## src/rtl/voice_scheduler.sv

```systemverilog
// -----------------------------------------------------------------------------
// voice_scheduler
//
// Purpose: drives the per-sample sweep of the envelope pipeline and allocates
// voices to incoming MIDI note events. Two independent machines share one
// clock:
//   * sequencer - IDLE/RUN. One i_sample_tick starts a sweep that visits every
//     voice for three cycles (read, compute, update). A sweep is
//     3*NUM_VOICES cycles.
//   * allocator - READY/SEARCH/ISSUE. It keeps a busy bit and a 7-bit note per
//     voice. It resolves one note event at a time. The resulting keystate
//     update is handed to the envelope block only in a phase-0 cycle of a
//     running sweep.
//
// Optional feature: define VOICE_STEAL_EN to have a note-on steal a voice in
// round-robin order when every voice is busy. Without the macro, such a
// note-on is dropped and flagged on o_drop.
//
// Ports:
//   i_clk, i_reset          clock, synchronous active-high reset
//   i_sample_tick           one-cycle pulse that starts a sample frame
//   i_note_valid/o_note_ready, i_note_on, i_note_num
//                           note event handshake (on/off and MIDI note)
//   o_voice_index           voice currently in the envelope pipeline
//   o_pipeline_state        0 read, 1 compute, 2 update, 3 idle
//   o_adsr_flag             one-cycle keystate-update strobe
//   o_adsr_note_status      keystate carried with the strobe (1 = on)
//   o_adsr_voice_index      target voice carried with the strobe
//   o_voice_note            note table, voice v in bits [7v+6:7v]
//   o_frame_done            pulse in the first cycle after a sweep ends
//   o_overrun               pulse after a tick that arrived mid-sweep
//   o_drop                  pulse after a note-on that got no voice
// -----------------------------------------------------------------------------
module voice_scheduler #(
   parameter int NUM_VOICES = 16
) (
   input  logic                    i_clk,
   input  logic                    i_reset,
   input  logic                    i_sample_tick,
   input  logic                    i_note_valid,
   input  logic                    i_note_on,
   input  logic [6:0]              i_note_num,
   output logic                    o_note_ready,
   output logic [7:0]              o_voice_index,
   output logic [1:0]              o_pipeline_state,
   output logic                    o_adsr_flag,
   output logic                    o_adsr_note_status,
   output logic [7:0]              o_adsr_voice_index,
   output logic [7*NUM_VOICES-1:0] o_voice_note,
   output logic                    o_frame_done,
   output logic                    o_overrun,
   output logic                    o_drop
);

   localparam int IW = (NUM_VOICES > 1) ? $clog2(NUM_VOICES) : 1;

   localparam logic [0:0] SEQ_IDLE = 1'b0;
   localparam logic [0:0] SEQ_RUN  = 1'b1;

   localparam logic [1:0] AL_READY  = 2'd0;
   localparam logic [1:0] AL_SEARCH = 2'd1;
   localparam logic [1:0] AL_ISSUE  = 2'd2;

   localparam logic [7:0]    LAST_VOICE   = 8'(NUM_VOICES - 1);
   localparam logic [IW-1:0] LAST_VOICE_I = IW'(NUM_VOICES - 1);

   // ---------------------------------------------------------------------------
   // Sequencer
   // ---------------------------------------------------------------------------
   logic [0:0] seq_state_q, seq_state_d;
   logic [7:0] voice_idx_q, voice_idx_d;
   logic [1:0] phase_q, phase_d;
   logic       frame_done_q, frame_done_d;
   logic       overrun_q, overrun_d;

   always_comb begin
      seq_state_d  = seq_state_q;
      voice_idx_d  = voice_idx_q;
      phase_d      = phase_q;
      frame_done_d = 1'b0;
      overrun_d    = 1'b0;
      case (seq_state_q)
         SEQ_IDLE: begin
            if (i_sample_tick) begin
               seq_state_d = SEQ_RUN;
               voice_idx_d = '0;
               phase_d     = 2'd0;
            end
         end
         default: begin
            // A tick during a sweep is reported but never restarts it.
            overrun_d = i_sample_tick;
            if (phase_q == 2'd2) begin
               phase_d = 2'd0;
               if (voice_idx_q == LAST_VOICE) begin
                  seq_state_d  = SEQ_IDLE;
                  voice_idx_d  = '0;
                  frame_done_d = 1'b1;
               end else begin
                  voice_idx_d = voice_idx_q + 8'd1;
               end
            end else begin
               phase_d = phase_q + 2'd1;
            end
         end
      endcase
   end

   always_ff @(posedge i_clk) begin
      if (i_reset) begin
         seq_state_q  <= SEQ_IDLE;
         voice_idx_q  <= '0;
         phase_q      <= 2'd0;
         frame_done_q <= 1'b0;
         overrun_q    <= 1'b0;
      end else begin
         seq_state_q  <= seq_state_d;
         voice_idx_q  <= voice_idx_d;
         phase_q      <= phase_d;
         frame_done_q <= frame_done_d;
         overrun_q    <= overrun_d;
      end
   end

   // Strobe slot: first cycle of each voice slot in a running sweep.
   logic issue_slot;
   assign issue_slot = (seq_state_q == SEQ_RUN) && (phase_q == 2'd0);

   // ---------------------------------------------------------------------------
   // Allocator
   // ---------------------------------------------------------------------------
   logic [1:0]                 al_state_q, al_state_d;
   logic                       ev_on_q, ev_on_d;
   logic [6:0]                 ev_note_q, ev_note_d;
   logic [NUM_VOICES-1:0]      busy_q, busy_d;
   logic [NUM_VOICES-1:0][6:0] note_q, note_d;
   logic                       iss_status_q, iss_status_d;
   logic [IW-1:0]              iss_voice_q, iss_voice_d;
   logic                       drop_q, drop_d;
`ifdef VOICE_STEAL_EN
   logic [IW-1:0]              steal_ptr_q, steal_ptr_d;
`endif

   // Lowest busy voice holding the registered note (retrigger / note-off
   // target) and lowest free voice (fresh allocation).
   logic          hit_found, free_found;
   logic [IW-1:0] hit_idx, free_idx;

   always_comb begin
      hit_found  = 1'b0;
      hit_idx    = '0;
      free_found = 1'b0;
      free_idx   = '0;
      for (int v = 0; v < NUM_VOICES; v++) begin
         if (!hit_found && busy_q[v] && (note_q[v] == ev_note_q)) begin
            hit_found = 1'b1;
            hit_idx   = IW'(v);
         end
         if (!free_found && !busy_q[v]) begin
            free_found = 1'b1;
            free_idx   = IW'(v);
         end
      end
   end

   always_comb begin
      al_state_d   = al_state_q;
      ev_on_d      = ev_on_q;
      ev_note_d    = ev_note_q;
      busy_d       = busy_q;
      note_d       = note_q;
      iss_status_d = iss_status_q;
      iss_voice_d  = iss_voice_q;
      drop_d       = 1'b0;
`ifdef VOICE_STEAL_EN
      steal_ptr_d  = steal_ptr_q;
`endif
      case (al_state_q)
         AL_READY: begin
            if (i_note_valid) begin
               ev_on_d    = i_note_on;
               ev_note_d  = i_note_num;
               al_state_d = AL_SEARCH;
            end
         end
         AL_SEARCH: begin
            if (ev_on_q) begin
               // Retrigger beats a fresh allocation, so one note never
               // occupies two voices.
               if (hit_found || free_found) begin
                  iss_voice_d          = hit_found ? hit_idx : free_idx;
                  busy_d[iss_voice_d]  = 1'b1;
                  note_d[iss_voice_d]  = ev_note_q;
                  iss_status_d         = 1'b1;
                  al_state_d           = AL_ISSUE;
               end else begin
`ifdef VOICE_STEAL_EN
                  iss_voice_d          = steal_ptr_q;
                  note_d[steal_ptr_q]  = ev_note_q;
                  iss_status_d         = 1'b1;
                  steal_ptr_d          = (steal_ptr_q == LAST_VOICE_I) ? '0
                                         : steal_ptr_q + IW'(1);
                  al_state_d           = AL_ISSUE;
`else
                  drop_d               = 1'b1;
                  al_state_d           = AL_READY;
`endif
               end
            end else if (hit_found) begin
               // Note stays in the table; only the busy bit is released.
               iss_voice_d      = hit_idx;
               busy_d[hit_idx]  = 1'b0;
               iss_status_d     = 1'b0;
               al_state_d       = AL_ISSUE;
            end else begin
               al_state_d = AL_READY;
            end
         end
         AL_ISSUE: begin
            if (issue_slot) al_state_d = AL_READY;
         end
         default: al_state_d = AL_READY;
      endcase
   end

   always_ff @(posedge i_clk) begin
      if (i_reset) begin
         al_state_q   <= AL_READY;
         ev_on_q      <= 1'b0;
         ev_note_q    <= '0;
         busy_q       <= '0;
         note_q       <= '0;
         iss_status_q <= 1'b0;
         iss_voice_q  <= '0;
         drop_q       <= 1'b0;
`ifdef VOICE_STEAL_EN
         steal_ptr_q  <= '0;
`endif
      end else begin
         al_state_q   <= al_state_d;
         ev_on_q      <= ev_on_d;
         ev_note_q    <= ev_note_d;
         busy_q       <= busy_d;
         note_q       <= note_d;
         iss_status_q <= iss_status_d;
         iss_voice_q  <= iss_voice_d;
         drop_q       <= drop_d;
`ifdef VOICE_STEAL_EN
         steal_ptr_q  <= steal_ptr_d;
`endif
      end
   end

   // ---------------------------------------------------------------------------
   // Outputs
   // ---------------------------------------------------------------------------
   assign o_note_ready       = (al_state_q == AL_READY);
   assign o_voice_index      = voice_idx_q;
   assign o_pipeline_state   = (seq_state_q == SEQ_RUN) ? phase_q : 2'd3;
   // ISSUE leaves on the strobe cycle, so the strobe lasts exactly one cycle.
   assign o_adsr_flag        = (al_state_q == AL_ISSUE) && issue_slot;
   assign o_adsr_note_status = iss_status_q;
   assign o_adsr_voice_index = 8'(iss_voice_q);
   assign o_voice_note       = note_q;
   assign o_frame_done       = frame_done_q;
   assign o_overrun          = overrun_q;
   assign o_drop             = drop_q;

endmodule

```

## config.mk

```make
export PLATFORM = sky130hd
export DESIGN_NAME = voice_scheduler
export DESIGN_NICKNAME = d
export VERILOG_FILES = /design/src/rtl/voice_scheduler.sv
export SDC_FILE = /design/constraint.sdc
export NUM_CORES = 1
export LEC_CHECK = 0
export BUFFER_PORTS_ARGS = -buffer_cell sky130_fd_sc_hd__buf_2
export CAP_MARGIN = 40
export CORE_MARGIN = 2
export CORE_UTILIZATION = 50
export CTS_BUF_LIST = sky130_fd_sc_hd__clkbuf_8 sky130_fd_sc_hd__clkbuf_16
export DETAILED_ROUTE_END_ITERATION = 8
export GPL_TIMING_DRIVEN = 0
export PLACE_DENSITY = 0.81
export SYNTH_ARGS = -nofsm -noshare
export SYNTH_HDL_FRONTEND = slang
export SYNTH_SLANG_ARGS = --single-unit
```

## constraint.sdc

```tcl
create_clock -name i_clk -period 3.4 [get_ports i_clk]
set_input_delay 0.68 -clock i_clk [delete_from_list [all_inputs] [get_ports i_clk]]
set_output_delay 0.68 -clock i_clk [all_outputs]
set_load 0.01 [all_outputs]
```

==> flow_results.org <==
** Status
- Result of the run :: finished with violations
- The checks that failed: negative setup slack.

** Yosys
- Most area-hungry cell type in the Yosys netlist :: dfxtp_1
- Sequential cells were found to cover a little under two fifths of the synthesized design area.
- Synthesis produced a netlist whose cell count is approximately 930.
- In this run the cell area of the synthesized design comes to 0.00819 mm^2.
- Counting flops with a built-in enable in the synthesized netlist gives 0.
- Top_reg_cell synth :: dfxtp_1
- For this run, the number of Yosys warnings is 0.
- Counting flops and latches in the post-synthesis netlist gives around 160.
- Top cells by area, synth :: dfxtp_1 38%, mux2i_1 9.2%, xnor2_1 7.9%
- By instance count, the leading cell after synthesis is dfxtp_1.
- Ranking of synthesized cells by instance count :: 157 x dfxtp_1, 111 x nor2_1, 75 x mux2i_1
- Post-Synthesis Mean Instance Area :: approximately 8.8 um^2
- Number of distinct standard cells referenced by the synthesized netlist :: 60
- Proportion of netlist area held by the largest area contributor :: 38.4%
- In the synthesized netlist the async set-or-reset flop fraction comes to 0%.

** Min path
- The worst hold path belongs to the class flop to flop.
- The worst hold path terminates at iss_voice_q[3].
- Startpoint of the lowest-slack hold path :: iss_voice_q[3]
- Counting instances, the worst hold path has a depth of 2.

** STA
- Once routing completed, OpenROAD measured the worst setup slack at -0.0723 ns.
- Worst slew margin relative to its limit :: roughly 36%
- For this run, the top clock speed supported by timing is ~0.29 GHz.
- On the final layout, the worst clock skew is 0.00930 ns.
- Setup violations remaining at the end of the flow were counted as 40.
- Summed negative setup slack over all endpoints :: -0.868 ns
- The hold violation total from the final report was 0.
- The final critical path takes up 102% of the cycle.
- At the pin with the least slew margin, the transition time is between 0.9 and 1 ns.
- Final critical-path required period :: 3.47 ns
- Hold timing on the final database bottoms out at a slack of 0.457 ns.
- Setup repair after global routing missed its margin :: true
- Final Max Slew Viols :: 0

** Worst setup path
- STA puts the critical path data arrival time at 3.79 ns.
- Worst Path Max Fanout :: 8
- Setup slack on the worst reg-to-reg path comes out at -0.07 ns.
- The worst setup path is captured at a flop.
- The endpoint identified for the worst register-to-register timing path is o_voice_note[102].
- Counting both buffers and inverters, the worst setup path holds a total of 4.
- Crit Path Category :: flop to flop
- Among cell families on the critical path, the largest total delay comes from simple AND/OR/NAND/NOR gates.
- Worst-path cell with the longest stage delay :: a2111o_2
- Data required, critical path :: around 3.7 ns
- On the worst path, the slowest cell contributes a delay of just under 0.6 ns.
- The signal on the critical path passes through buf_12, clkbuf_16, xor2_1, nor4_1, nand4_1, nand4_1, buf_6, o21ai_0, a2111o_2, a211oi_4, buf_12, mux2i_2, nor2_1.
- Critical Path Source Type :: flop
- Origin of the critical flop-to-flop path :: ev_note_q[5]
- Measured in cells, the most critical reg-to-reg path has a length of 13.

** CTS
- TritonCTS clock tree :: built
- In this run the deepest clock path goes through 2 buffers.
- In this run, CTS created clock tree buffers numbering 17.
- Deepest level of the CTS H-tree :: 4
- CTS saw approximately 160 sinks.
- After clock tree synthesis, the flow added hold-fix buffers numbering 0.
- Worst-Skew Late Latency :: between 0.4 and 0.5 ns
- Clock root buffer :: clkbuf_16
- After clock tree synthesis, the clock-pin slew on the worst setup and hold paths is about 0.07 ns.

** Power and ir drop
- Net switching is 26.4% of the power.
- VDD sags by at most roughly 0.37 mV.
- Dividing total power by cell area gives a power density of just under 400 mW/mm^2.
- Of the total power, combinational logic draws 10.3%.
- Per report_power, the sequential group accounts for 43.8% of the total.
- Sw power :: between 1 and 1.5 mW
- Power share of the clock group :: 45.9%
- Overall power consumption after layout is estimated at ~4.2 mW.
- Summed over all cells, the static leakage comes to around 4.5 nW.
- Internal Power :: ~3.1 mW

** Final layout
- Compared with the post-synthesis result, the final layout area differs by 32.0%.
- Across the whole layout, storage elements account for roughly 0.0031 mm^2.
- For this run, the post-layout net count is 1,140.
- The layout has about 1,300 filler cells.
- Layout cell share with drive strength beyond 1 :: a little under 30%
- Once layout is complete, the utilization of the core stands at just under 70%.
- The repair_antennas step left the layout with diodes totalling 0.
- Summing all multi-input logic gate instances after layout gives a little over 0.005 mm^2.

** Placement
- Setup slack at placement :: -0.718 ns
- Once detailed placement completed, the half-perimeter wirelength came to 20,100 um.
- At the end of routability-driven placement, the weighted congestion stood at 0.995.
- Count of buffers inserted at the top-level ports :: around 140

** Drt
- Number of vias per cell after detailed routing :: approximately 5.9
- Final routed DRC violation total :: 0
- Once detail routing completed, the nets flagged for antenna violations numbered 0.
- For this block, the routed nets add up to 28,800 um of wire.
- The detailed router finished its first iteration with about 760 violations.
- Summing over every cut layer, the via total after detailed routing is approximately 8,000.
- For this run, the detailed router's first-pass iteration total came to 5.
- Post-detailed-route wirelength per cell :: about 21 um

** GRT
- Number of antenna violations at the first check in global routing :: 0
- For this run, the total global-route usage over all layers was measured as a little under a third.
- The first global-routing pass estimated approximately 43,000 um of wire.
- The via count of the first global-routing pass came to between 7,000 and 8,000.
- Remaining Overflow, GRT :: 0
- Entering global routing, the biggest net connects 17 pins.

** Floorplanning
- The die is roughly 130 um tall.
- Die area :: 0.0174 mm^2
- Number of top-level design ports :: around 150
- The region available for standard cell placement spans ~0.016 mm^2.
- Initial standard-cell utilization of the core :: 51.3%
- Row generation in the floorplan step produced 46 rows.
- The floorplan step set the die width to ~130 um.

** Flow run
- Max-cap violations in this run came to 0.
-- repair_timing --
| action | 4_1_cts | 5_1_grt |
|---|---|---|
| hold endpoints to repair | 0 | 0 |
| resized for setup | 55 | 109 |
| pin swaps | 12 | 28 |
| gates cloned | 0 | 1 |
| setup endpoints to repair | 133 | 115 |
| setup buffers | 16 | 20 |
-- power by group through the flow --
stage               registers, mW  clock network [mW]  logic [mW]
floorplan                    1.90                   0       0.237
global placement             1.90                   0       0.336
detailed placement           1.90                   0       0.341
CTS                          1.86                1.93       0.364
global route                 1.86                2.01       0.459
finish                       1.86                1.95       0.437
-- metrics by stage --
| stage | cells | instance area [um^2] |
|---|---|---|
| final | 1356 | 10800 |
| after CTS | 1337 | 10200 |
| after detailed placement | 1292 | 9190 |
| after floorplan | 932 | 8200 |
| after global placement | 1290 | 9180 |
| after global routing | 1356 | 10800 |
-- area by class of cell --
cell class                      instances  area share (%)
Sequential cell                       157            29.1
Clock inverter                         15            1.51
Inverter                               11           0.382
Buffer                                 65            5.41
Tap cell                              216            2.50
Timing Repair Buffer                  181            10.4
Clock buffer                           17            3.94
Multi-Input combinational cell        694            46.7
-- sequential cells by signal, indices dropped and copies added, names as in the netlist --
register,cells
busy_q,16
o_voice_note,112
iss_voice_q,4
al_state_q,2
ev_on_q,1
o_voice_index,8
o_drop,1
phase_q,2
o_adsr_note_status,1
o_overrun,1
o_frame_done,1
ev_note_q,7
seq_state_q,1
-- layer usage --
layer  up-vias  global-route usage, %  routed length, um
li1       3634                      -                  -
met1      3918                   43.2              12600
met2       375                   49.6              13500
met3        66                   6.11               1940
met4         0                   12.3                855
met5         -                      0                  0
-- layout by cell type (no fill, tap or decap), types with 5 or more instances in the layout --
cell type / instances
a211oi_1: 9
dfxtp_1: 153
or2_2: 7
nand4_1: 38
nand3b_1: 18
xnor2_1: 64
nor3_1: 8
nand2b_1: 36
clkbuf_16: 18
mux2i_1: 72
xor2_1: 41
buf_8: 8
o21ai_0: 68
a211oi_4: 6
nor2_2: 11
inv_1: 11
a221oi_1: 6
buf_4: 32
nor2b_1: 31
buf_6: 10
clkbuf_1: 27
a21oi_1: 21
nor2_1: 99
xnor2_2: 6
buf_12: 18
nand3_1: 7
nand2_1: 40
inv_6: 5
buf_2: 145
nor4_1: 12
-- worst reg2reg max path, stage by stage (launching register included) --
cell and delay (ns):
dfxtp_2 0.33, buf_12 0.15, clkbuf_16 0.19, xor2_1 0.16, nor4_1 0.35, nand4_1 0.31, nand4_1 0.29, buf_6 0.17
o21ai_0 0.10, a2111o_2 0.59, a211oi_4 0.25, buf_12 0.17, mux2i_2 0.23, nor2_1 0.06
-- cell families after synthesis --
group	count (synthesis)	share of synthesized area (%)
multiplexers	75	9.17
adder cells (fa/ha/maj)	1	0.153
AND/OR/NAND/NOR	350	22.8
XOR/XNOR	116	12.4
flip-flops	157	38.4
other	1	0.0458
AO/OA/AOI/OAI	148	12.0
buffers and inverters	81	5.12
-- worst max-delay path by stage --
stage                     slack [ns]  depth (start not counted)    startpoint                end
after floorplan                 0.15                         12  ev_note_q[2]   o_voice_note[34]
after global placement         -0.73                         13  ev_note_q[3]    o_voice_note[6]
after detailed placement       -0.72                         13  ev_note_q[3]    o_voice_note[3]
after CTS                      -0.03                         15  ev_note_q[2]   o_voice_note[34]
after global routing           -0.13                         16  ev_note_q[5]   o_voice_note[16]
final                          -0.07                         13  ev_note_q[5]  o_voice_note[102]
(Power assumes the default switching activity.)
